===== src/rtl/uart_xyz_frame_ctrl_pkg.sv =====
// Shared constants/types for the x/y/z frame sequencer.
// State encodings, error codes, SOF default, hex ranges; UART_FRAME_CHKSUM_EN adds ST_CHK.
package uart_xyz_frame_ctrl_pkg;

  localparam logic [7:0] SOF_DEF     = 8'h24;
  localparam int         DIGITS_DEF  = 24;
  localparam int         TIMEOUT_DEF = 20000;
  localparam int         TO_W_DEF    = 15;

  localparam logic [1:0] ERR_RX  = 2'd0;
  localparam logic [1:0] ERR_ILL = 2'd1;
  localparam logic [1:0] ERR_TO  = 2'd2;
  localparam logic [1:0] ERR_CHK = 2'd3;

  localparam logic [7:0] CH_0  = 8'h30;
  localparam logic [7:0] CH_9  = 8'h39;
  localparam logic [7:0] CH_UA = 8'h41;
  localparam logic [7:0] CH_UF = 8'h46;
  localparam logic [7:0] CH_LA = 8'h61;
  localparam logic [7:0] CH_LF = 8'h66;

  typedef enum logic [2:0] {
    ST_IDLE      = 3'd0,
    ST_COLLECT   = 3'd1,
    ST_WAIT_CONV = 3'd2,
`ifdef UART_FRAME_CHKSUM_EN
    ST_CHK       = 3'd3,
`endif
    ST_ABORT     = 3'd4
  } state_t;

endpackage


===== src/rtl/uart_xyz_frame_ctrl_if.sv =====
// Handshake bundle between uart_rx, frame sequencer and x/y/z converter.
// slave: sequencer side (rx_* and conv_valid in); master: surrounding logic.
interface uart_xyz_frame_ctrl_if;
  import uart_xyz_frame_ctrl_pkg::*;

  logic [7:0] rx_data;
  logic       rx_valid;
  logic       rx_dataerror;
  logic       rx_frameerror;
  logic       conv_valid;
  logic [7:0] conv_asc;
  logic       conv_start;
  logic       conv_clr;
  logic       frame_valid;
  logic       frame_err;
  logic [1:0] err_code;
  logic       busy;

  modport slave (
    input  rx_data, rx_valid,
    input  rx_dataerror, rx_frameerror,
    input  conv_valid,
    output conv_asc, conv_start, conv_clr,
    output frame_valid, frame_err,
    output err_code, busy
  );

  modport master (
    output rx_data, rx_valid,
    output rx_dataerror, rx_frameerror,
    output conv_valid,
    input  conv_asc, conv_start, conv_clr,
    input  frame_valid, frame_err,
    input  err_code, busy
  );

endinterface


===== src/rtl/uart_xyz_frame_ctrl_hex_char_check.sv =====
// Combinational hex-ASCII classifier: ch in, is_hex + nibble value out.
// Ports: ch[7:0] in; is_hex, nib[3:0] out (nib 0 when not hex).
module uart_hex_char_check
  import uart_xyz_frame_ctrl_pkg::*;
(
  input  logic [7:0] ch,
  output logic       is_hex,
  output logic [3:0] nib
);

  logic dig;
  logic up;
  logic lo;

  always_comb begin
    dig    = (ch >= CH_0) && (ch <= CH_9);
    up     = (ch >= CH_UA) && (ch <= CH_UF);
    lo     = (ch >= CH_LA) && (ch <= CH_LF);
    is_hex = dig | up | lo;
    nib    = 4'h0;
    // 'A'/'a' low nibble is 1, so +9 gives 10..15
    unique case (1'b1)
      dig:     nib = ch[3:0];
      up, lo:  nib = ch[3:0] + 4'd9;
      default: nib = 4'h0;
    endcase
  end

endmodule


===== src/rtl/uart_xyz_frame_ctrl.sv =====
// Frame sequencer: SOF sync, forwards DIGITS hex chars to converter, reports good frame/error.
// Ports: clk, rst_n (async low), bus (slave). Macro UART_FRAME_CHKSUM_EN adds XOR checksum check.
module uart_xyz_frame_ctrl
  import uart_xyz_frame_ctrl_pkg::*;
#(
  parameter logic [7:0] SOF_CHAR    = SOF_DEF,
  parameter int         DIGITS      = DIGITS_DEF,
  parameter int         TIMEOUT_CYC = TIMEOUT_DEF,
  parameter int         TO_W        = TO_W_DEF
) (
  input  logic clk,
  input  logic rst_n,
  uart_xyz_frame_ctrl_if.slave bus
);

  localparam logic [4:0]      LAST   = 5'(DIGITS - 1);
  localparam logic [TO_W-1:0] TO_MAX = TO_W'(TIMEOUT_CYC);

  state_t          state;
  logic [4:0]      count;
  logic [TO_W-1:0] timer;

  logic       is_hex;
  logic [3:0] nib;
  logic       rx_bad;
  logic       rx_ok;
  logic       rx_sof;
  logic       rx_hex;
  logic       rx_ill;
  logic       to_hit;
  logic       in_scan;
  logic       abt;
  logic [1:0] abt_code;

`ifdef UART_FRAME_CHKSUM_EN
  logic [3:0] hi;
  logic [7:0] acc;
  logic       chk_bad;
`else
  // nibble value only feeds the checksum path
  logic unused_nib;
  assign unused_nib = ^nib;
`endif

  uart_hex_char_check u_hex (
    .ch     (bus.rx_data),
    .is_hex (is_hex),
    .nib    (nib)
  );

  assign rx_bad = bus.rx_valid
                & (bus.rx_dataerror | bus.rx_frameerror);
  assign rx_ok  = bus.rx_valid & ~rx_bad;
  assign rx_sof = rx_ok & (bus.rx_data == SOF_CHAR);
  assign rx_hex = rx_ok & is_hex & ~rx_sof;
  assign rx_ill = rx_ok & ~is_hex & ~rx_sof;
  // an arriving byte beats a simultaneous expiry
  assign to_hit = (timer == TO_MAX) & ~bus.rx_valid;

`ifdef UART_FRAME_CHKSUM_EN
  assign in_scan = (state == ST_COLLECT)
                 | (state == ST_CHK);
  assign chk_bad = (state == ST_CHK) & rx_hex & count[0]
                 & ({hi, nib} != acc);
`else
  assign in_scan = (state == ST_COLLECT);
`endif

  always_comb begin
    abt      = 1'b0;
    abt_code = ERR_RX;
    if (in_scan) begin
      unique case (1'b1)
        rx_bad: begin
          abt      = 1'b1;
          abt_code = ERR_RX;
        end
        rx_ill: begin
          abt      = 1'b1;
          abt_code = ERR_ILL;
        end
        to_hit: begin
          abt      = 1'b1;
          abt_code = ERR_TO;
        end
`ifdef UART_FRAME_CHKSUM_EN
        chk_bad: begin
          abt      = 1'b1;
          abt_code = ERR_CHK;
        end
`endif
        default: ;
      endcase
    end else if (state == ST_WAIT_CONV) begin
      if ((timer == TO_MAX) && !bus.conv_valid) begin
        abt      = 1'b1;
        abt_code = ERR_TO;
      end
    end
  end

  always_ff @(posedge clk or negedge rst_n) begin
    if (!rst_n) begin
      state           <= ST_IDLE;
      count           <= '0;
      timer           <= '0;
      bus.conv_asc    <= '0;
      bus.conv_start  <= 1'b0;
      bus.conv_clr    <= 1'b0;
      bus.frame_valid <= 1'b0;
      bus.frame_err   <= 1'b0;
      bus.err_code    <= ERR_RX;
      bus.busy        <= 1'b0;
`ifdef UART_FRAME_CHKSUM_EN
      hi              <= '0;
      acc             <= '0;
`endif
    end else begin
      bus.conv_start  <= 1'b0;
      bus.conv_clr    <= 1'b0;
      bus.frame_valid <= 1'b0;
      bus.frame_err   <= 1'b0;
      if (timer != '1)
        timer <= timer + TO_W'(1);
      if (abt) begin
        // pulses line up with the one-cycle ABORT state
        state         <= ST_ABORT;
        bus.frame_err <= 1'b1;
        bus.conv_clr  <= 1'b1;
        bus.err_code  <= abt_code;
        count         <= '0;
      end else begin
        unique case (state)
          ST_IDLE: begin
            timer <= '0;
            if (rx_sof) begin
              bus.conv_clr <= 1'b1;
              bus.busy     <= 1'b1;
              count        <= '0;
              state        <= ST_COLLECT;
`ifdef UART_FRAME_CHKSUM_EN
              acc          <= '0;
`endif
            end
          end
          ST_COLLECT: begin
            if (rx_sof) begin
              bus.conv_clr <= 1'b1;
              count        <= '0;
              timer        <= '0;
`ifdef UART_FRAME_CHKSUM_EN
              acc          <= '0;
`endif
            end else if (rx_hex) begin
              bus.conv_asc   <= bus.rx_data;
              bus.conv_start <= 1'b1;
              count          <= count + 5'd1;
              timer          <= '0;
`ifdef UART_FRAME_CHKSUM_EN
              if (!count[0])
                hi  <= nib;
              else
                acc <= acc ^ {hi, nib};
              if (count == LAST)
                state <= ST_CHK;
`else
              if (count == LAST)
                state <= ST_WAIT_CONV;
`endif
            end
          end
`ifdef UART_FRAME_CHKSUM_EN
          ST_CHK: begin
            if (rx_sof) begin
              bus.conv_clr <= 1'b1;
              count        <= '0;
              timer        <= '0;
              acc          <= '0;
              state        <= ST_COLLECT;
            end else if (rx_hex) begin
              timer <= '0;
              // count parity continues: even = hi char, odd = lo char
              if (!count[0]) begin
                hi    <= nib;
                count <= count + 5'd1;
              end else begin
                state <= ST_WAIT_CONV;
              end
            end
          end
`endif
          ST_WAIT_CONV: begin
            if (bus.conv_valid) begin
              bus.frame_valid <= 1'b1;
              bus.busy        <= 1'b0;
              count           <= '0;
              state           <= ST_IDLE;
            end
          end
          ST_ABORT: begin
            bus.busy <= 1'b0;
            timer    <= '0;
            state    <= ST_IDLE;
          end
          default: begin
            bus.busy <= 1'b0;
            state    <= ST_IDLE;
          end
        endcase
      end
    end
  end

endmodule


===== src/flat_wrapper.sv =====
// flat-port wrapper written by rule: the top's interface ports become plain ports
module uart_xyz_frame_ctrl_flat import uart_xyz_frame_ctrl_pkg::*;
#(
  parameter logic [7:0] SOF_CHAR    = SOF_DEF,
  parameter int         DIGITS      = DIGITS_DEF,
  parameter int         TIMEOUT_CYC = TIMEOUT_DEF,
  parameter int         TO_W        = TO_W_DEF
)
  (clk, rst_n, bus_rx_data, bus_rx_valid, bus_rx_dataerror, bus_rx_frameerror, bus_conv_valid, bus_conv_asc, bus_conv_start, bus_conv_clr, bus_frame_valid, bus_frame_err, bus_err_code, bus_busy);
  uart_xyz_frame_ctrl_if bus_i ();
  input  logic clk;
  input  logic rst_n;
  input wire logic [$bits(bus_i.rx_data)-1:0] bus_rx_data;
  input wire logic [$bits(bus_i.rx_valid)-1:0] bus_rx_valid;
  input wire logic [$bits(bus_i.rx_dataerror)-1:0] bus_rx_dataerror;
  input wire logic [$bits(bus_i.rx_frameerror)-1:0] bus_rx_frameerror;
  input wire logic [$bits(bus_i.conv_valid)-1:0] bus_conv_valid;
  output wire logic [$bits(bus_i.conv_asc)-1:0] bus_conv_asc;
  output wire logic [$bits(bus_i.conv_start)-1:0] bus_conv_start;
  output wire logic [$bits(bus_i.conv_clr)-1:0] bus_conv_clr;
  output wire logic [$bits(bus_i.frame_valid)-1:0] bus_frame_valid;
  output wire logic [$bits(bus_i.frame_err)-1:0] bus_frame_err;
  output wire logic [$bits(bus_i.err_code)-1:0] bus_err_code;
  output wire logic [$bits(bus_i.busy)-1:0] bus_busy;
  assign bus_i.rx_data = bus_rx_data;
  assign bus_i.rx_valid = bus_rx_valid;
  assign bus_i.rx_dataerror = bus_rx_dataerror;
  assign bus_i.rx_frameerror = bus_rx_frameerror;
  assign bus_i.conv_valid = bus_conv_valid;
  assign bus_conv_asc = bus_i.conv_asc;
  assign bus_conv_start = bus_i.conv_start;
  assign bus_conv_clr = bus_i.conv_clr;
  assign bus_frame_valid = bus_i.frame_valid;
  assign bus_frame_err = bus_i.frame_err;
  assign bus_err_code = bus_i.err_code;
  assign bus_busy = bus_i.busy;
  uart_xyz_frame_ctrl #(.SOF_CHAR(SOF_CHAR), .DIGITS(DIGITS), .TIMEOUT_CYC(TIMEOUT_CYC), .TO_W(TO_W)) u_core (.clk(clk), .rst_n(rst_n), .bus(bus_i));
endmodule

===== config.mk =====
export PLATFORM = sky130hd
export DESIGN_NAME = uart_xyz_frame_ctrl_flat
export DESIGN_NICKNAME = d
export VERILOG_FILES = /design/src/rtl/uart_xyz_frame_ctrl_pkg.sv /design/src/rtl/uart_xyz_frame_ctrl_if.sv /design/src/rtl/uart_xyz_frame_ctrl_hex_char_check.sv /design/src/rtl/uart_xyz_frame_ctrl.sv /design/src/flat_wrapper.sv
export SDC_FILE = /design/constraint.sdc
export NUM_CORES = 1
export LEC_CHECK = 0
export ABC_AREA = 1
export CORE_UTILIZATION = 45
export DETAILED_ROUTE_END_ITERATION = 10
export GPL_ROUTABILITY_DRIVEN = 0
export HOLD_SLACK_MARGIN = 0.05
export PLACE_DENSITY = 0.64
export SLEW_MARGIN = 20
export SYNTH_ARGS = -nofsm -noshare
export SYNTH_HDL_FRONTEND = slang
export SYNTH_SLANG_ARGS = --single-unit

===== constraint.sdc =====
create_clock -name clk -period 3.5 [get_ports clk]
set_input_delay 1.05 -clock clk [delete_from_list [all_inputs] [get_ports clk]]
set_output_delay 1.05 -clock clk [all_outputs]
set_load 0.02 [all_outputs]

Word-level counts from Yosys, hierarchy flattened:

Cells that the tools add are included.

* flip-flop bits (word level): 38
* input bits: 14
* output and inout port bits: 15
* word-level logic and storage cells: 104

* $add $sub $neg: 2
* order comparisons: 6
* eq/ne operators: 15
* mux-type cells: 40
* bitwise operators: 17
* reduce and logical (&&, ||, !) cells: 14

Operator list (number)
* 15-bit 2-to-1 mux: 4
* 15-bit case mux with 2 select lines: 1
* 5-bit 2-to-1 mux: 5
* 3-bit 2-to-1 mux: 6
* 1-bit 2-to-1 mux: 17
* 8-bit by 7-bit greater-or-equal comparator with 1-bit output, second input constant: 2
* 8-bit by 7-bit less-or-equal comparator with 1-bit output, second input constant: 2
* 15-bit by 1-bit adder with 15-bit output, second input constant: 1
* 15-bit equality test, second input constant: 1
* 15-bit != test, second input constant: 1
* 5-bit case mux with 3 select lines: 1
* 4-bit AND reduction: 3
* 3-bit case mux with 3 select lines: 1
* 1-bit bitwise AND: 8
* 8-bit by 6-bit equality test with 1-bit output, second input constant: 1
* 8-bit by 6-bit greater-or-equal comparator with 1-bit output, second input constant: 1
* 8-bit by 6-bit less-or-equal comparator with 1-bit output, second input constant: 1
* 2-bit 2-to-1 mux: 3
* 3-bit by 2-bit != test with 1-bit output, second input constant: 2
* 3-bit != test, second input constant: 2
* 1-bit inverter: 6
* 5-bit by 1-bit adder with 5-bit output, second input constant: 1
* 5-bit equality test, second input constant: 1
* 5-bit AND reduction: 1
* other kinds (16): 22

Depth between registers and ports, before layout:

Gate-level depths: netlist (run 1).

* depth after elaboration: 12
* gate-level depth with buffers: 16
* mapped depth without buffers: 16

Hierarchy:

Synthesis (run 1) repeated with hierarchy kept, for this count alone.

* cells, all modules: 292
* area, all modules: 2356.0 µm²

By module, submodules not included
* uart_xyz_frame_ctrl: times used 1, cells each 252, area each 2124.5 µm², seq. area each 950.9 µm²
* uart_hex_char_check: times used 1, cells each 40, area each 231.5 µm², seq. area each 0.0 µm²

Worst setup path after synthesis (run 1):

OpenSTA, ideal clock, no wires.

* path kind: input port to flip-flop
* from: input port bus_rx_data[3]
* to: register u_core.count[4]
* setup time: 117 ps
* arrival: 2018 ps
* data required time: 3383 ps
* slack: 1365 ps
* stages: 12
* buffers on the path: 0
* cell sequence: inv_2 nand2_1 nor2_1 a21oi_1 nand3_4 nand2_2 nand2_4 nand3_4 nand2_1 clkinv_1 nand3_1 nand2_1

* word-level cells in the longest chain between the ends: 12
* elaborated cells on any way between the ends: 30
* those cells by class: order compare: 6; eq/ne: 4; mux: 5; bitwise: 9; reduce/logical: 6

RTL lines
* start, declared: line flat_wrapper.sv:13 `input wire logic [$bits(bus_i.rx_data)-1:0] bus_rx_data;`
* 8-bit by 6-bit greater-or-equal comparator with 1-bit output, or another cell as far along: line uart_xyz_frame_ctrl_hex_char_check.sv:16 `dig = (ch >= CH_0) && (ch <= CH_9);`
* 1-bit logical AND (on tied branches): line uart_xyz_frame_ctrl_hex_char_check.sv:16, uart_xyz_frame_ctrl_hex_char_check.sv:17
* 1-bit OR (2 in a row): line uart_xyz_frame_ctrl_hex_char_check.sv:19 `is_hex = dig | up | lo;`
* 1-bit inverter: line uart_xyz_frame_ctrl.sv:56 `assign rx_ill = rx_ok & ~is_hex & ~rx_sof;`
* 1-bit bitwise AND (2 in a row): line uart_xyz_frame_ctrl.sv:56
* 3-bit OR reduction (no line)
* 1-bit 2-to-1 mux: line uart_xyz_frame_ctrl.sv:73 `unique case (1'b1)`
* 1-bit 2-to-1 mux: line uart_xyz_frame_ctrl.sv:72 `if (in_scan) begin`
* 4-bit by 2-bit != test with 1-bit output (no line), or another cell as far along
* 4-bit AND reduction (no line)
* end signal, assigned: line uart_xyz_frame_ctrl.sv:157 `count <= count + 5'd1;`
* end, declared: line uart_xyz_frame_ctrl.sv:20 `logic [4:0] count;`

Several ways; a longest one is shown, not always the timed one.
A chain may end at the register's enable or synchronous reset.

Worst setup path in the final report (run 1):

* from: input port bus_rx_data[1]
* to: register u_core.bus.conv_asc[5]

* word-level cells in the longest chain between the ends: 12
* elaborated cells on any way between the ends: 24
* those cells by class: order compare: 6; eq/ne: 1; mux: 2; bitwise: 10; reduce/logical: 5

RTL lines
* 8-bit by 6-bit greater-or-equal comparator with 1-bit output, or another cell as far along: line uart_xyz_frame_ctrl_hex_char_check.sv:16
* 1-bit logical AND (on tied branches): line uart_xyz_frame_ctrl_hex_char_check.sv:16, uart_xyz_frame_ctrl_hex_char_check.sv:17
* 1-bit OR (2 in a row): line uart_xyz_frame_ctrl_hex_char_check.sv:19
* 1-bit inverter: line uart_xyz_frame_ctrl.sv:56
* 1-bit bitwise AND (2 in a row): line uart_xyz_frame_ctrl.sv:56
* 3-bit OR reduction (no line)
* 1-bit 2-to-1 mux: line uart_xyz_frame_ctrl.sv:73
* 1-bit 2-to-1 mux: line uart_xyz_frame_ctrl.sv:72
* 1-bit inverter (no line)
* 4-bit AND reduction (no line) (*)
* end signal, assigned: line uart_xyz_frame_ctrl.sv:155 `bus.conv_asc <= bus.rx_data;`
* end, declared: line uart_xyz_frame_ctrl_if.sv:23 `output conv_asc, conv_start, conv_clr,`

Every way passes the cells marked *; elsewhere a longest branch is shown, timed or not.

==> results by group, run 1 <==
Synthesis
  • Mapped Nets: 312
  • Distinct cells, synth: 34
  • Synth Cell Area: approximately 2300 um2
  • EDFF count, synth: 0
  • Ys flop type: dfrtp_1
  • Synth Register Bits: 38
  • Synth warnings: 0
  • Cells after synthesis: approximately 300
  • Avg Cell Area, Syn: 7.73 um2
  • Sequential-to-total area share from yosys stat: 41.7%
  • Async set-reset flop share out of synthesis: 100%

STA
  • Period utilization: 73.9%
  • Clock skew: 0.00734 ns
  • Final setup fails: 0
  • Final Worst Setup Slack: about 0.91 ns
  • Final setup TNS: 0 ns
  • Slew @ Worst Pin: 0.833 ns
  • Worst hold margin: 0.473 ns
  • Max-slew violations: 0
  • Final hold vios: 0
  • Fin crit period: roughly 2.6 ns
  • Max-slew headroom: between 40% and 50%
  • Peak Freq: 387 MHz
  • RSZ-0062 raised after global routing: false

Pwr
  • Net Sw Frac: 33.3%
  • Total design power: 1.41 mW
  • Internal power: 938 uW
  • Peak VDD IR: 0.256 mV
  • Switching pwr: 468 uW
  • Power share of the clock group: 31.8%
  • Gate power share: 30.8%
  • Flop pwr share: a little under two fifths
  • Power density cells: a little over 500 nW/um2
  • Pleak: 1.32 nW

Clock network
  • Max Buffers Root-to-Sink: 2
  • Clock sinks: 38
  • H-tree Lvls: 2
  • Post-CTS Setup Bufs: 0
  • CTS Hold Bufs: 0
  • Skew-Pair Late Insertion Delay: slightly below 0.3 ns
  • Cts repair resizes: 0
  • Root buf cell: clkbuf_8
  • CTS clk-pin slew, worst paths: 0.08 ns
  • TritonCTS clock tree: yes
  • Cts bufs inserted: 5

Min path
  • HP Start: u_core.bus.conv_asc[7]
  • Hold endpoint: u_core.bus.conv_asc[7]
  • Hold Crit Depth: 2
  • HP Class: reg2reg

Worst setup path
  • RR Startpoint: u_core.timer[0]
  • Data required, critical path: 3.67 ns
  • Crit end category: flop
  • Nature of the critical path startpoint: primary input
  • Worst-path maximum fanout: 13
  • FF-to-FF path depth: 15
  • Setup CP Type: in2reg
  • Worst R2R Setup Slack: 1.61 ns
  • Arrival @ worst endpoint: approximately 2.8 ns
  • Critical R2R Capture: u_core.count[4]

Die
  • Height of the chip: 73.2 um
  • Rows: 25
  • Initial Utilization: a little under half
  • Die area: 5350 um2
  • Die X-Extent: between 70 and 80 um
  • Core Footprint: about 4800 um2
  • I/O pin count: 29

Job
  • Max-cap check violation count: 0

Finish
  • Layout fillers: 471
  • NumNets Final: between 300 and 400
  • Area Growth Syn to Fin: 21.1%
  • Commonest cells after routing, fill and taps aside: nand2_1 (71), nor2_1 (42), dfrtp_1 (38)
  • Ant. Diodes: 0
  • Layout cell share with drive strength beyond 1: around 16%
  • Most common cell after layout, fill and taps aside: nand2_1

GRT
  • Vias in the first global route: approximately 1900
  • Total grt overflow: 0
  • Initial antenna violation count: 0
  • First-pass GRT wire length: approximately 8400 um
  • Largest net degree at the start of global routing: 39
  • Total track usage: 20.7%

Place
  • DP Wirelength: about 3700 um
  • Place WS: 0.614 ns
  • Port Buffers: 28

Routing
  • DR pass1 iterations: 4
  • Number of vias per cell: roughly 4.9
  • Drt drc: 0
  • Remaining antenna violation count: 0
  • Wire per inst: 12.1 um
  • Vias: 1955
  • DRT Wirelength: 4780 um
  • DRT iter0 DRCs: 113

Run status
  • Status: finished clean
[metrics by stage]
stage	cells	instance area [um2]	util, %
after CTS	396	2760	57.7
after floorplan	295	2280	-
after global placement	388	2620	54.8
final	396	2760	57.7
after global routing	396	2760	57.7
after detailed placement	388	2620	54.8
[power by group through the flow]
| stage | Combinational, mW | Clock, mW | Sequential, mW |
|---|---|---|---|
| global route | 0.489 | 0.478 | 0.533 |
| floorplan | 0.266 | 0 | 0.567 |
| finish | 0.433 | 0.447 | 0.525 |
| CTS | 0.438 | 0.460 | 0.526 |
| global placement | 0.437 | 0 | 0.534 |
| detailed placement | 0.436 | 0 | 0.535 |
[worst max path at each step]
stage                        start                     end  slack (ns)  cells after the start
global route        bus_rx_data[1]         u_core.bus.busy        0.67                     10
floorplan           bus_rx_data[3]         u_core.count[4]        1.36                     12
finish              bus_rx_data[1]  u_core.bus.conv_asc[5]        0.91                     12
global placement    bus_rx_data[1]  u_core.bus.conv_asc[5]        0.57                     12
detailed placement  bus_rx_data[1]  u_core.bus.conv_asc[5]        0.61                     12
CTS                 bus_rx_data[1]  u_core.bus.conv_asc[5]        0.93                     12
[cells by family after synthesis]
family | after synthesis | synth area share, %
AOI/OAI and AO/OA | 28 | 6.64
xor gates and xnor gates | 7 | 2.69
DFF | 38 | 41.7
and+or+nand+nor | 175 | 39.6
buffers and inverters | 44 | 7.74
adders and majority gates | 3 | 1.65
[cells in the mapped netlist (2+ instances only)]
cell       n  area share, %
nand3_1   13            2.9
dfrtp_1   38             42
xor2_1     4            1.5
o211ai_1   2           0.66
xnor2_1    3            1.2
a31oi_1    3           0.82
nand3_4    4            3.1
ha_1       3            1.6
nand4_1   12            3.3
nand3_2    3            1.3
nand2_1   71             12
inv_1     29            4.8
nor2_2     8            2.2
o21ai_0    7            1.5
o21ai_1    6            1.3
nor2_8     2            1.8
inv_2     11            1.8
nor3_1     3           0.66
a21oi_1    9            2.0
nor2_1    42            6.9
nor4_1     2           0.55
nand2_2    8            2.2
[sequential cells by signal, summed over array words and instances, names as in the netlist]
name                    flops
u_core.state                3
u_core.bus.conv_start       1
u_core.timer               15
u_core.bus.err_code         2
u_core.bus.busy             1
u_core.bus.conv_asc         8
u_core.count                5
u_core.bus.frame_valid      1
u_core.bus.frame_err        1
u_core.bus.conv_clr         1
[metal layers]
metal | share of wire, % | global-route usage (%) | wire (um) | vias to the layer above
met5 | 0 | 0 | 0 | -
met4 | 1.7 | 8.50 | 83 | 0
met3 | 2.9 | 5.11 | 139 | 9
met2 | 49 | 33.8 | 2350 | 26
met1 | 46 | 26.0 | 2200 | 910
li1 | - | - | - | 1010
[worst max-delay path, cell delays in order]
cell and delay (ns):
clkdlybuf4s50_1 0.58, nor2_2 0.09, nand2_1 0.08, nand2_1 0.05
nor2_1 0.09, nand2_1 0.11, nand2_1 0.10, nand2_2 0.06
inv_2 0.07, nand2_1 0.27, nand2_1 0.13, o21ai_1 0.07
[final cells by class]
cell class / instances / area [um2] / area share [%]
clock buffer: 5 / 68.8 / 2.49
clock inverter: 3 / 68.8 / 2.49
inverter: 42 / 160 / 5.80
multi-input combinational: 213 / 1150 / 41.7
sequential: 38 / 951 / 34.5
tap: 67 / 83.8 / 3.04
timing repair buffer: 28 / 275 / 9.97
Note: power is estimated with default switching activity, not from simulation.
==> run 2: changes to the inputs <==
PLACE_DENSITY = 0.67   (was 0.64)
clock period = 2.15 ns   (was 3.5 ns; I/O delays follow)
==> results by group, run 2 (synthesis gave the netlist of run 1 again) <==
STA
  • Slew @ Worst Pin: ~0.44 ns
  • Final hold vios: 0
  • Final setup fails: 0
  • Fin crit period: between 2 and 2.5 ns
  • Clock skew: slightly above 0.005 ns
  • Period utilization: 93.6%
  • Max-slew headroom: between 70% and 80%
  • Peak Freq: 497 MHz
  • RSZ-0062 raised after global routing: false
  • Max-slew violations: 0

Routing
  • DRT iter0 DRCs: approximately 120
  • Drt drc: 0
  • Number of vias per cell: 4.84
  • Remaining antenna violation count: 0
  • Routed met3 length: 171 um
  • DRT Wirelength: 5030 um
  • DRT met1 WL: 2450 um
  • Top sig layer: met4
  • Wire per inst: 12.2 um
  • DR pass1 iterations: 4
  • Vias: between 2000 and 2500
  • WL met2: 2370 um

GRT
  • Total grt overflow: 0
  • Vias in the first global route: between 1500 and 2000
  • Total track usage: 21.4%
  • First-pass GRT wire length: 8640 um
  • Initial antenna violation count: 0
  • Largest net degree at the start of global routing: 22

Clock network
  • TritonCTS clock tree: yes
  • CTS clk-pin slew, worst paths: 0.08 ns
  • H-tree Lvls: 2
  • Skew-Pair Late Insertion Delay: 0.29 ns
  • CTS Hold Bufs: 0
  • Root buf cell: clkbuf_8
  • Max Buffers Root-to-Sink: 2
  • Clock sinks: 38
  • Cts bufs inserted: 5

Finish
  • Area Growth Syn to Fin: 28.2%
  • NumNets Final: 363
  • Layout cell share with drive strength beyond 1: between 20% and 30%
  • Top reg by flops: u_core.timer
  • Max reg flops: 15
  • Fin cells: 414
  • Ant. Diodes: 0
  • Most common cell after layout, fill and taps aside: nand2_1
  • Layout fillers: 424
  • Final design area excluding fillers: 2920 um2
  • Commonest cells after routing, fill and taps aside: nand2_1 (71), nor2_1 (41), dfrtp_1 (38)
  • Biggest registers after layout: u_core.timer (15), u_core.bus.conv_asc (8), u_core.count (5)

Die
  • Rows: 25
  • I/O pin count: 29
  • Initial Utilization: 47.6%
  • Die area: 5350 um2
  • Height of the chip: 73.2 um
  • Core Footprint: 4790 um2
  • Die X-Extent: around 73 um

Worst setup path
  • CP top delay family: simple AND/OR/NAND/NOR gates
  • Slowest CP cell: clkdlybuf4s50_1
  • Arrival @ worst endpoint: 2.19 ns
  • Setup CP Type: in2reg
  • Nature of the critical path startpoint: primary input
  • CP bufs+invs: 2
  • Crit end category: flop
  • Worst-path maximum fanout: 7
  • CP max stage delay: 0.47 ns
  • CP cell instances: clkdlybuf4s50_1 -> inv_2 -> nand2_1 -> nor2_2 -> a21oi_2 -> nand3_4 -> nand3_4 -> nor2_4 -> nor2_8 -> nand3_4 -> nand2_1 -> nand2_1
  • Data required, critical path: 2.33 ns

Place
  • DP Wirelength: roughly 3800 um
  • Port Buffers: 28
  • Placed Cells: 405
  • Placed Area: 2780 um2

Min path
  • HP Class: in2async

Pwr
  • Pleak: 1.45 nW
  • Power density cells: around 760 nW/um2
  • Peak VDD IR: 0.497 mV

Run status
  • Status: finished clean

Job
  • Max-cap check violation count: 0
==> run 2: cell types whose count changed in the layout (fill, tap and decap cells not counted), moves of 2 or more <==
cell	previous run	this run
buf_4	0	16
clkinvlp_4	0	2
clkdlybuf4s50_1	27	21
buf_12	0	2
dlymetal6s2s_1	0	6
==> run 2: path summary, 6_finish.rpt <==
| kind | start | end | slack [ns] | cells past startpoint |
|---|---|---|---|---|
| worst max-delay path | bus_rx_data[3] | u_core.count[2] | 0.14 | 12 |
| worst min-delay path | rst_n | u_core.bus.conv_asc[2] | 0.28 | 1 |
| worst max register to register | u_core.timer[0] | u_core.count[2] | 0.24 | 15 |
| worst min register to register | u_core.bus.conv_asc[7] | u_core.bus.conv_asc[7] | 0.48 | 2 |
| max in group asynchronous | rst_n | u_core.timer[14] | 1.41 | 2 |
| min in group clk | u_core.bus.conv_asc[7] | u_core.bus.conv_asc[7] | 0.48 | 2 |
==> run 2: repair_timing <==
action	in CTS	in global routing
resized for setup	1	9
setup endpoints to repair	1	23
setup buffers	0	1
pin swaps	0	4
==> run 2: layout make-up <==
cell class / count / area, um2 / share of cell area (%)
tap: 67 / 83.8 / 2.87
clock buffer: 5 / 68.8 / 2.35
timing repair buffer: 46 / 450 / 15.4
sequential: 38 / 951 / 32.5
clock inverter: 3 / 45.0 / 1.54
multi-input combinational: 213 / 1160 / 39.8
inverter: 42 / 160 / 5.48
==> run 2: layer usage <==
metal / up-vias / GRT usage (%)
met5: - / 0
li1: 1045 / -
met4: 0 / 6.54
met3: 5 / 4.28
met1: 913 / 29.3
met2: 40 / 34.0
==> run 2: stage by stage <==
stage	setup slack [ns]	hold WS [ns]	TNS [ns]	util, %	total power, mW
6_report	0.138	0.283	0	61.1	2.23
5_1_grt	0.00129	0.305	0	61.1	2.37
4_1_cts	0.0102	0.285	0	60.5	2.26
3_5_place_dp	-0.298	0.456	-7.66	58.0	1.62
3_3_place_gp	-0.231	0.448	-6.21	58.0	1.60
2_1_floorplan	0.420	0.349	0	-	1.36
==> run 2: power breakdown <==
group	internal, mW	switching (mW)
Clock	0.345	0.271
Sequential	0.799	0.0559
Combinational	0.300	0.463
Total	1.44	0.790
